===== src/rtl/downsample_avgpool_pkg.sv =====
// downsample_pkg: shared constants and the FSM state encoding for the 2x2
// average-pool downsampler.
//   state_e    : controller states IDLE/RUN/FLUSH/DONE
//   BASE_SIDE  : input side at size code 0 (side = BASE_SIDE << size)
//   MAX_SIZE   : largest size code; larger codes clamp to it
//   ADDR_W     : memory address width
//   READ_LAT   : input memory read latency in cycles
//   side_log2(): size code -> log2 of the input side
package downsample_pkg;

  typedef enum logic [1:0] {
    S_IDLE  = 2'd0,
    S_RUN   = 2'd1,
    S_FLUSH = 2'd2,
    S_DONE  = 2'd3
  } state_e;

  localparam int         BASE_SIDE = 8;
  localparam int         BASE_LOG2 = $clog2(BASE_SIDE);
  localparam logic [2:0] MAX_SIZE  = 3'd4;
  localparam int         ADDR_W    = 14;
  localparam int         READ_LAT  = 1;
  // Drain after the last address: one cycle of read latency plus one for
  // the output register.
  localparam int         FLUSH_CYC = READ_LAT + 1;
  // Window row/column counters: up to 64 windows per side.
  localparam int         CNT_W     = 6;
  // Output pixel index: up to 64*64 windows.
  localparam int         IDX_W     = 2 * CNT_W;

  function automatic logic [2:0] side_log2(input logic [2:0] size);
    logic [2:0] s;
    s = (size > MAX_SIZE) ? MAX_SIZE : size;
    return s + 3'(BASE_LOG2);
  endfunction

endpackage


===== src/rtl/downsample_avgpool_if.sv =====
// downsample_avgpool_if: start/done control plus input-memory read and
// output-memory write signals of the downsampler.
//   slave  : the downsampler side (drives done, addresses, write data/strobe)
//   master : controller + memory side (drives start, size, read data)
interface downsample_avgpool_if #(
  parameter int LENGTH = 16
) ();
  import downsample_pkg::*;

  logic              start;
  logic [2:0]        size_downsample;
  logic              done;
  logic [LENGTH-1:0] t_data_in;
  logic [ADDR_W-1:0] addr_input;
  logic [LENGTH-1:0] t_data_out;
  logic              en_write_out;
  logic [ADDR_W-1:0] addr_output;

  modport slave (
    input  start, size_downsample, t_data_in,
    output done, addr_input, t_data_out, en_write_out, addr_output
  );

  modport master (
    output start, size_downsample, t_data_in,
    input  done, addr_input, t_data_out, en_write_out, addr_output
  );

endinterface


===== src/rtl/downsample_addr_gen.sv =====
// downsample_addr_gen: walks the 2x2 windows of a W x W map in row-major
// window order, four reads per window, and registers the read address.
//   load_i    : start a pass (latches size_i)
//   size_i    : size code, 0..7 (5..7 clamp to 4)
//   addr_o    : registered input read address (0 when inactive)
//   last_o    : addr_o currently holds the final read of the pass
//   tag_*_o   : valid/k/window index of the read whose data arrives now
module downsample_addr_gen
  import downsample_pkg::*;
(
  input  logic              clk,
  input  logic              rst,
  input  logic              load_i,
  input  logic [2:0]        size_i,
  output logic [ADDR_W-1:0] addr_o,
  output logic              last_o,
  output logic              tag_vld_o,
  output logic [1:0]        tag_k_o,
  output logic [IDX_W-1:0]  tag_idx_o
);

  localparam logic [CNT_W:0] ONE = 1;

  logic              active_q, active_d;
  logic [1:0]        k_q, k_d;
  logic [CNT_W-1:0]  c_q, c_d, r_q, r_d;
  logic [2:0]        lw_q, lw_d;
  logic [ADDR_W-1:0] addr_q, addr_d;
  logic              tag_vld_q;
  logic [1:0]        tag_k_q;
  logic [IDX_W-1:0]  tag_idx_q;

  logic [CNT_W:0]    half, half_m1;
  logic              wrap_k, wrap_c, wrap_r;
  logic [IDX_W-1:0]  idx;

  // Row of the element is 2r+k[1], column 2c+k[0]; W is a power of two so
  // the row term is a shift by log2(W).
  function automatic logic [ADDR_W-1:0] elem_addr(
    input logic [CNT_W-1:0] r, input logic [CNT_W-1:0] c,
    input logic [1:0] k, input logic [2:0] lw);
    logic [ADDR_W-1:0] row, col;
    row = {{(ADDR_W-CNT_W-1){1'b0}}, r, k[1]};
    col = {{(ADDR_W-CNT_W-1){1'b0}}, c, k[0]};
    return (row << lw) | col;
  endfunction

  assign half    = ONE << (lw_q - 3'd1);
  assign half_m1 = half - ONE;
  assign wrap_k  = (k_q == 2'd3);
  assign wrap_c  = (c_q == half_m1[CNT_W-1:0]);
  assign wrap_r  = (r_q == half_m1[CNT_W-1:0]);
  assign last_o  = active_q & wrap_k & wrap_c & wrap_r;
  assign idx     = ({{(IDX_W-CNT_W){1'b0}}, r_q} << (lw_q - 3'd1))
                 | {{(IDX_W-CNT_W){1'b0}}, c_q};

  always_comb begin
    active_d = active_q;
    k_d      = k_q;
    c_d      = c_q;
    r_d      = r_q;
    lw_d     = lw_q;
    if (load_i) begin
      active_d = 1'b1;
      k_d      = '0;
      c_d      = '0;
      r_d      = '0;
      lw_d     = side_log2(size_i);
    end else if (active_q) begin
      if (last_o) begin
        active_d = 1'b0;
        k_d      = '0;
        c_d      = '0;
        r_d      = '0;
      end else begin
        k_d = k_q + 2'd1;
        if (wrap_k) begin
          c_d = wrap_c ? '0 : c_q + 1'b1;
          if (wrap_c) r_d = r_q + 1'b1;
        end
      end
    end
    // Address is registered from the next counter values so addr_o and the
    // counters always describe the same element.
    addr_d = active_d ? elem_addr(r_d, c_d, k_d, lw_d) : '0;
  end

  always_ff @(posedge clk or negedge rst) begin
    if (!rst) begin
      active_q  <= 1'b0;
      k_q       <= '0;
      c_q       <= '0;
      r_q       <= '0;
      lw_q      <= 3'(BASE_LOG2);
      addr_q    <= '0;
      tag_vld_q <= 1'b0;
      tag_k_q   <= '0;
      tag_idx_q <= '0;
    end else begin
      active_q  <= active_d;
      k_q       <= k_d;
      c_q       <= c_d;
      r_q       <= r_d;
      lw_q      <= lw_d;
      addr_q    <= addr_d;
      // Data for addr_q returns one cycle later; delay its tag to match.
      tag_vld_q <= active_q;
      tag_k_q   <= k_q;
      tag_idx_q <= idx;
    end
  end

  assign addr_o    = addr_q;
  assign tag_vld_o = tag_vld_q;
  assign tag_k_o   = tag_k_q;
  assign tag_idx_o = tag_idx_q;

endmodule


===== src/rtl/downsample_avgpool.sv =====
// downsample_avgpool: reduces a W x W signed feature map to (W/2) x (W/2)
// by averaging each non-overlapping 2x2 window (floor toward -inf).
//   clk, rst : clock, asynchronous active-low reset
//   bus      : start/size/done control, input read port (addr_input,
//              t_data_in, 1-cycle latency), output write port
//              (addr_output, t_data_out, en_write_out)
module downsample_avgpool
  import downsample_pkg::*;
#(
  parameter int length = 16
) (
  input logic                  clk,
  input logic                  rst,
  downsample_avgpool_if.slave  bus
);

  state_e state_q, state_d;
  logic [1:0] fcnt_q, fcnt_d;
  logic       load;
  logic       done_q, done_d;

  logic              ag_last, tag_vld;
  logic [1:0]        tag_k;
  logic [IDX_W-1:0]  tag_idx;
  logic [ADDR_W-1:0] addr_in;

  logic signed [length+1:0] acc_q, acc_d, din, sum, avg;
  logic [length-1:0]        dout_q, dout_d;
  logic [ADDR_W-1:0]        aout_q, aout_d;
  logic                     en_q, en_d;

  downsample_addr_gen u_addr_gen (
    .clk       (clk),
    .rst       (rst),
    .load_i    (load),
    .size_i    (bus.size_downsample),
    .addr_o    (addr_in),
    .last_o    (ag_last),
    .tag_vld_o (tag_vld),
    .tag_k_o   (tag_k),
    .tag_idx_o (tag_idx)
  );

  always_comb begin
    state_d = state_q;
    fcnt_d  = '0;
    load    = 1'b0;
    case (state_q)
      S_IDLE: if (bus.start) begin
        load    = 1'b1;
        state_d = S_RUN;
      end
      S_RUN:  if (ag_last) state_d = S_FLUSH;
      S_FLUSH: begin
        fcnt_d = fcnt_q + 2'd1;
        if (fcnt_q == 2'(FLUSH_CYC - 1)) state_d = S_DONE;
      end
      S_DONE: state_d = S_IDLE;
      default: state_d = S_IDLE;
    endcase
    done_d = (state_d == S_DONE);
  end

  // Four signed samples need two guard bits; the shifted mean always fits
  // back into length bits.
  assign din = {{2{bus.t_data_in[length-1]}}, bus.t_data_in};
  assign sum = acc_q + din;
  assign avg = sum >>> 2;

  always_comb begin
    acc_d  = acc_q;
    en_d   = 1'b0;
    dout_d = '0;
    aout_d = '0;
    if (tag_vld) begin
      case (tag_k)
        2'd0:    acc_d = din;
        2'd3: begin
          en_d   = 1'b1;
          dout_d = avg[length-1:0];
          aout_d = {{(ADDR_W-IDX_W){1'b0}}, tag_idx};
        end
        default: acc_d = sum;
      endcase
    end
  end

  always_ff @(posedge clk or negedge rst) begin
    if (!rst) begin
      state_q <= S_IDLE;
      fcnt_q  <= '0;
      done_q  <= 1'b0;
      acc_q   <= '0;
      en_q    <= 1'b0;
      dout_q  <= '0;
      aout_q  <= '0;
    end else begin
      state_q <= state_d;
      fcnt_q  <= fcnt_d;
      done_q  <= done_d;
      acc_q   <= acc_d;
      en_q    <= en_d;
      dout_q  <= dout_d;
      aout_q  <= aout_d;
    end
  end

  assign bus.done         = done_q;
  assign bus.addr_input   = addr_in;
  assign bus.t_data_out   = dout_q;
  assign bus.en_write_out = en_q;
  assign bus.addr_output  = aout_q;

endmodule


===== src/flat_wrapper.sv =====
// flat-port wrapper written by rule: the top's interface ports become plain ports
module downsample_avgpool_flat import downsample_pkg::*;
#(
  parameter int length = 16
)
  (clk, rst, bus_start, bus_size_downsample, bus_t_data_in, bus_done, bus_addr_input, bus_t_data_out, bus_en_write_out, bus_addr_output);
  downsample_avgpool_if bus_i ();
  input logic clk;
  input logic rst;
  input wire logic [$bits(bus_i.start)-1:0] bus_start;
  input wire logic [$bits(bus_i.size_downsample)-1:0] bus_size_downsample;
  input wire logic [$bits(bus_i.t_data_in)-1:0] bus_t_data_in;
  output wire logic [$bits(bus_i.done)-1:0] bus_done;
  output wire logic [$bits(bus_i.addr_input)-1:0] bus_addr_input;
  output wire logic [$bits(bus_i.t_data_out)-1:0] bus_t_data_out;
  output wire logic [$bits(bus_i.en_write_out)-1:0] bus_en_write_out;
  output wire logic [$bits(bus_i.addr_output)-1:0] bus_addr_output;
  assign bus_i.start = bus_start;
  assign bus_i.size_downsample = bus_size_downsample;
  assign bus_i.t_data_in = bus_t_data_in;
  assign bus_done = bus_i.done;
  assign bus_addr_input = bus_i.addr_input;
  assign bus_t_data_out = bus_i.t_data_out;
  assign bus_en_write_out = bus_i.en_write_out;
  assign bus_addr_output = bus_i.addr_output;
  downsample_avgpool #(.length(length)) u_core (.clk(clk), .rst(rst), .bus(bus_i));
endmodule

===== config.mk =====
export PLATFORM = sky130hd
export DESIGN_NAME = downsample_avgpool_flat
export DESIGN_NICKNAME = d
export VERILOG_FILES = /design/src/rtl/downsample_avgpool_pkg.sv /design/src/rtl/downsample_avgpool_if.sv /design/src/rtl/downsample_addr_gen.sv /design/src/rtl/downsample_avgpool.sv /design/src/flat_wrapper.sv
export SDC_FILE = /design/constraint.sdc
export NUM_CORES = 1
export LEC_CHECK = 0
export CORE_MARGIN = 4
export CORE_UTILIZATION = 60
export DETAILED_ROUTE_END_ITERATION = 8
export HOLD_SLACK_MARGIN = 0.1
export PLACE_DENSITY = 0.85
export SYNTH_ARGS = -nofsm -noshare
export SYNTH_HDL_FRONTEND = slang
export SYNTH_SLANG_ARGS = --single-unit
export TNS_END_PERCENT = 100

===== constraint.sdc =====
create_clock -name clk -period 12.83 [get_ports clk]
set_input_delay 2.566 -clock clk [delete_from_list [all_inputs] [get_ports clk]]
set_output_delay 2.566 -clock clk [all_outputs]
set_load 0.01 [all_outputs]

==> results.md <==
* Outcome: finished clean
* Fmax achieved at 186 MHz
* Clock tree from TritonCTS: built
* Max rail drop VDD at 0.0885 mV
* Via total after detailed routing at about 4500
* Total clock buffers created by CTS at 9
* Mapped Area at 0.00556 mm²
* Share of the synthesized area in the top cell type at 43.7%
* Clk Tree Root Cell: sky130_fd_sc_hd__clkbuf_8
* Number of distinct standard cells referenced by the synthesized netlist at 70
* Main area contributors after synthesis: sky130_fd_sc_hd__dfrtp_1, sky130_fd_sc_hd__ha_1, sky130_fd_sc_hd__nor2_1, sky130_fd_sc_hd__a21oi_1, sky130_fd_sc_hd__nand2_1
* Total wirelength of the detailed-routed design at between 10000 and 15000 µm
* Number of fillers in the final layout at 661
* Floorplan die area at approximately 0.011 mm²
* Seq cells post-synth at around 100
* Count of boundary I/O pins at 68
* Met2 routing resource usage after global routing at roughly 40%
* Adder and majority cell fraction of the synthesized area at 6.66%
* Main combinational cell family by area after synthesis: simple AND/OR/NAND/NOR gates
* Router iterations before antenna repair at 6
* Number of antenna violations at the first check in global routing at 0
* Fraction of the mapped netlist area in compound gates at 17.1%
* Final worst path period need at 5390 ps
* Final Instance Count excl. Fillers at 749
* Most common cell in the netlist: sky130_fd_sc_hd__dfrtp_1
* Final weighted congestion in routability-driven placement at roughly 0.9
* Wire length of the first global-routing pass at 21400 µm
* Share of final-layout standard cells stronger than drive strength 1 at 7.49%
* Max transition margin at between 40% and 50%
* Htree depth at 3
* Count of nets left with antenna violations after detail routing at 0
* Placed wire-length estimate after detailed placement at 9080 µm
* Chip height at 104 µm
* Post-DR vias/cell at 6.03
* Share of synthesized cell area in and, or, nand and nor gates at 19.8%
* Sinks on the clock net at 99
* DRT iter0 DRCs at 220
* Input/output buffers at 65
* Startpoint class of the critical path: flip-flop
* Worst Hold Slack at between 400 and 500 ps
* Average cell area after synthesis at ~9.5 µm²
* Kind of capture point of the worst setup path: flip-flop
* Final core utilization at 73.0%
* Most common library cells after synthesis: sky130_fd_sc_hd__dfrtp_1, sky130_fd_sc_hd__nor2_1, sky130_fd_sc_hd__nand2_1
* Post-synth EDFFs at 0
* Largest area contributor in the synthesized netlist: sky130_fd_sc_hd__dfrtp_1
* Placeable core area at 0.00885 mm²
* Reported leakage power at 0.00288 µW
* Multiplexer area fraction after synthesis at 2.16%
* Number of placed instances with taps included at 733
* Power per standard cell area at 186 mW/mm²
* Unrepaired setup endpoints after global routing: no
* Aggregate negative setup slack at 0 ps
* Routed wire per std cell at 16.9 µm
* Final number of setup-violating endpoints at 0
* Starting utilization of the core area at around 63%
* Async set-or-reset flop fraction in the synthesized netlist at 100%
* Hold violation total from the final report at 0
* Post_cts resized at 0
* Area delta synth->final at 16.1%
* Count of hold buffers inserted by post-cts repair at 0
* Register clock-pin slew on the reported worst setup and hold paths at roughly 100 ps
* Total overflow reported by the global router at 0
* Layout Cell Area excl Fill at ~0.0065 mm²
* Maximum buffer depth of the clock tree at 2
* Global routing met3 resource utilization at ~5.8%
* Gr busiest metal: met2
* Pin slew with the least headroom to its limit at 804 ps
* Sequential cell area at 0.00248 mm²
* Combined area of the multi-input logic cells at 0.00290 mm²
* Final layout net count at 687
* Number of max-slew violations in the final report at 0
* Worst min-delay path category: reg -> reg
* All-layer global routing usage at 23.8%
* Max-capacitance violation count at 0
* Critical Setup Path Class: reg -> reg
* Final Skew at 12.8 ps
* Rows at 34
* Met1 usage in global routing at a little under a third
* Cells after synthesis at 583
* Data required, critical path at 13110 ps
* Yosys Warn Count at 0
* Data arrival time at the worst-slack endpoint at 5670 ps
* Synth Area in XOR/XNOR at around 6%
* Worst Path Max Fanout at 35
* Antenna diodes at 0
* Drt drc at 0
* Cell area reported after detailed placement at 0.00627 mm²
* Clock latency on the worst-skew pair at between 300 and 400 ps
* Number of setup buffers added after CTS at 0
* Commonest register cell after synthesis: sky130_fd_sc_hd__dfrtp_1
* Via count of the first global-routing pass at 4606
* Sequential share of the synthesized area at 44.6%
* Horizontal die dimension at 104 µm
* Largest net degree at the start of global routing at 66
* Post-route clock period utilization at 42.0%
==> per-layer routing <==
layer	vias up	wire length, µm	part of all wire [%]
met3	34	777	6.1
met4	0	251	2.0
met1	2142	5540	44
met2	192	6070	48
li1	2151	-	-
met5	-	0	0
==> power breakdown <==
part / switching [µW] / total, µW / internal (µW) / leakage (µW)
Combinational: 308 / 558 / 250 / 0.00153
Clock: 113 / 188 / 74.7 / 0.0000945
Sequential: 63.9 / 453 / 389 / 0.00126
Total: 486 / 1200 / 714 / 0.00288
==> cell type report <==
cell class / instances / area share, %
repair buffers: 70 / 10.6
multi-input cells: 437 / 44.9
clock inverters: 6 / 0.891
inverters: 19 / 1.10
well taps: 108 / 2.09
flip-flops and latches: 99 / 38.4
clock buffers: 10 / 1.98
==> critical path, cell delays in order (launching register included) <==
cell	delay [ps]
sky130_fd_sc_hd__dfstp_2	950
sky130_fd_sc_hd__inv_1	360
sky130_fd_sc_hd__ha_1	370
sky130_fd_sc_hd__xnor2_2	560
sky130_fd_sc_hd__nand2_1	200
sky130_fd_sc_hd__ha_1	360
sky130_fd_sc_hd__nor3b_1	350
sky130_fd_sc_hd__or3b_1	180
sky130_fd_sc_hd__o311ai_2	160
sky130_fd_sc_hd__o2111a_1	220
sky130_fd_sc_hd__nand4_1	350
sky130_fd_sc_hd__nand2_1	300
sky130_fd_sc_hd__nor4_2	470
sky130_fd_sc_hd__mux2i_1	200
sky130_fd_sc_hd__o211ai_1	260
==> cells by family (layout without fill, tap and decap cells) <==
family / count (synthesis) / count (layout)
compound gates: 140 / 140
mux: 12 / 12
other cells: 1 / 2
flops: 99 / 99
simple gates: 219 / 219
buf+inv: 48 / 105
xor+xnor: 35 / 35
fa+ha+maj: 29 / 29
==> path summary, 6_finish.rpt <==
kind	slack, ps	depth (start not counted)	endpoint	from
worst min register to register	420	0	u_core.u_addr_gen.tag_k_o[1]$_DFF_PN0_	u_core.u_addr_gen.k_q[1]$_DFF_PN0_
min in group asynchronous	2130	1	u_core.bus.addr_output[7]$_DFF_PN0_	rst
worst max-delay path	7440	14	u_core.u_addr_gen.addr_o[5]$_DFF_PN0_	u_core.u_addr_gen.lw_q[0]$_DFF_PN1_
worst max register to register	7440	14	u_core.u_addr_gen.addr_o[5]$_DFF_PN0_	u_core.u_addr_gen.lw_q[0]$_DFF_PN1_
max in group asynchronous	9530	2	u_core.u_addr_gen.c_q[0]$_DFF_PN0_	rst
worst min-delay path	420	0	u_core.u_addr_gen.tag_k_o[1]$_DFF_PN0_	u_core.u_addr_gen.k_q[1]$_DFF_PN0_
==> cells in the final DEF (no fill, tap or decap), types with 6 or more instances in the layout <==
cell                              instances
sky130_fd_sc_hd__dfrtp_1                 97
sky130_fd_sc_hd__nor2_1                  71
sky130_fd_sc_hd__clkdlybuf4s50_1         64
sky130_fd_sc_hd__nand2_1                 47
sky130_fd_sc_hd__a21oi_1                 46
sky130_fd_sc_hd__ha_1                    28
sky130_fd_sc_hd__inv_1                   18
sky130_fd_sc_hd__xor2_1                  18
sky130_fd_sc_hd__and2_1                  17
sky130_fd_sc_hd__o21ai_0                 15
sky130_fd_sc_hd__xnor2_1                 14
sky130_fd_sc_hd__mux2i_1                 12
sky130_fd_sc_hd__nand3_1                 12
sky130_fd_sc_hd__nor3_1                  12
sky130_fd_sc_hd__o21a_1                  10
sky130_fd_sc_hd__nand2b_1                 9
sky130_fd_sc_hd__a21o_1                   9
sky130_fd_sc_hd__o211ai_1                 9
sky130_fd_sc_hd__clkbuf_8                 9
sky130_fd_sc_hd__nand4_1                  8
sky130_fd_sc_hd__and3_1                   6
sky130_fd_sc_hd__buf_4                    6
==> sequential cells by signal, summed over array words and instances, names as in the netlist <==
name and count:
u_core.u_addr_gen.c_q 6, u_core.u_addr_gen.lw_q 3, u_core.u_addr_gen.addr_o 14, u_core.u_addr_gen.tag_idx_o 12, u_core.bus.done 1, u_core.bus.en_write_out 1
u_core.u_addr_gen.tag_k_o 2, u_core.u_addr_gen.k_q 2, u_core.bus.t_data_out 16, u_core.u_addr_gen.tag_vld_o 1, u_core.state_q 2, u_core.u_addr_gen.active_q 1
u_core.u_addr_gen.r_q 6, u_core.acc_q 18, u_core.fcnt_q 2, u_core.bus.addr_output 12
==> metrics by stage <==
step,setup WS [ps],power (µW)
final,7440,1200
after global routing,7230,1290
after CTS,7500,1200
after detailed placement,7150,1010
after global placement,7220,975
after floorplan,7930,849
(Power assumes the default switching activity.)
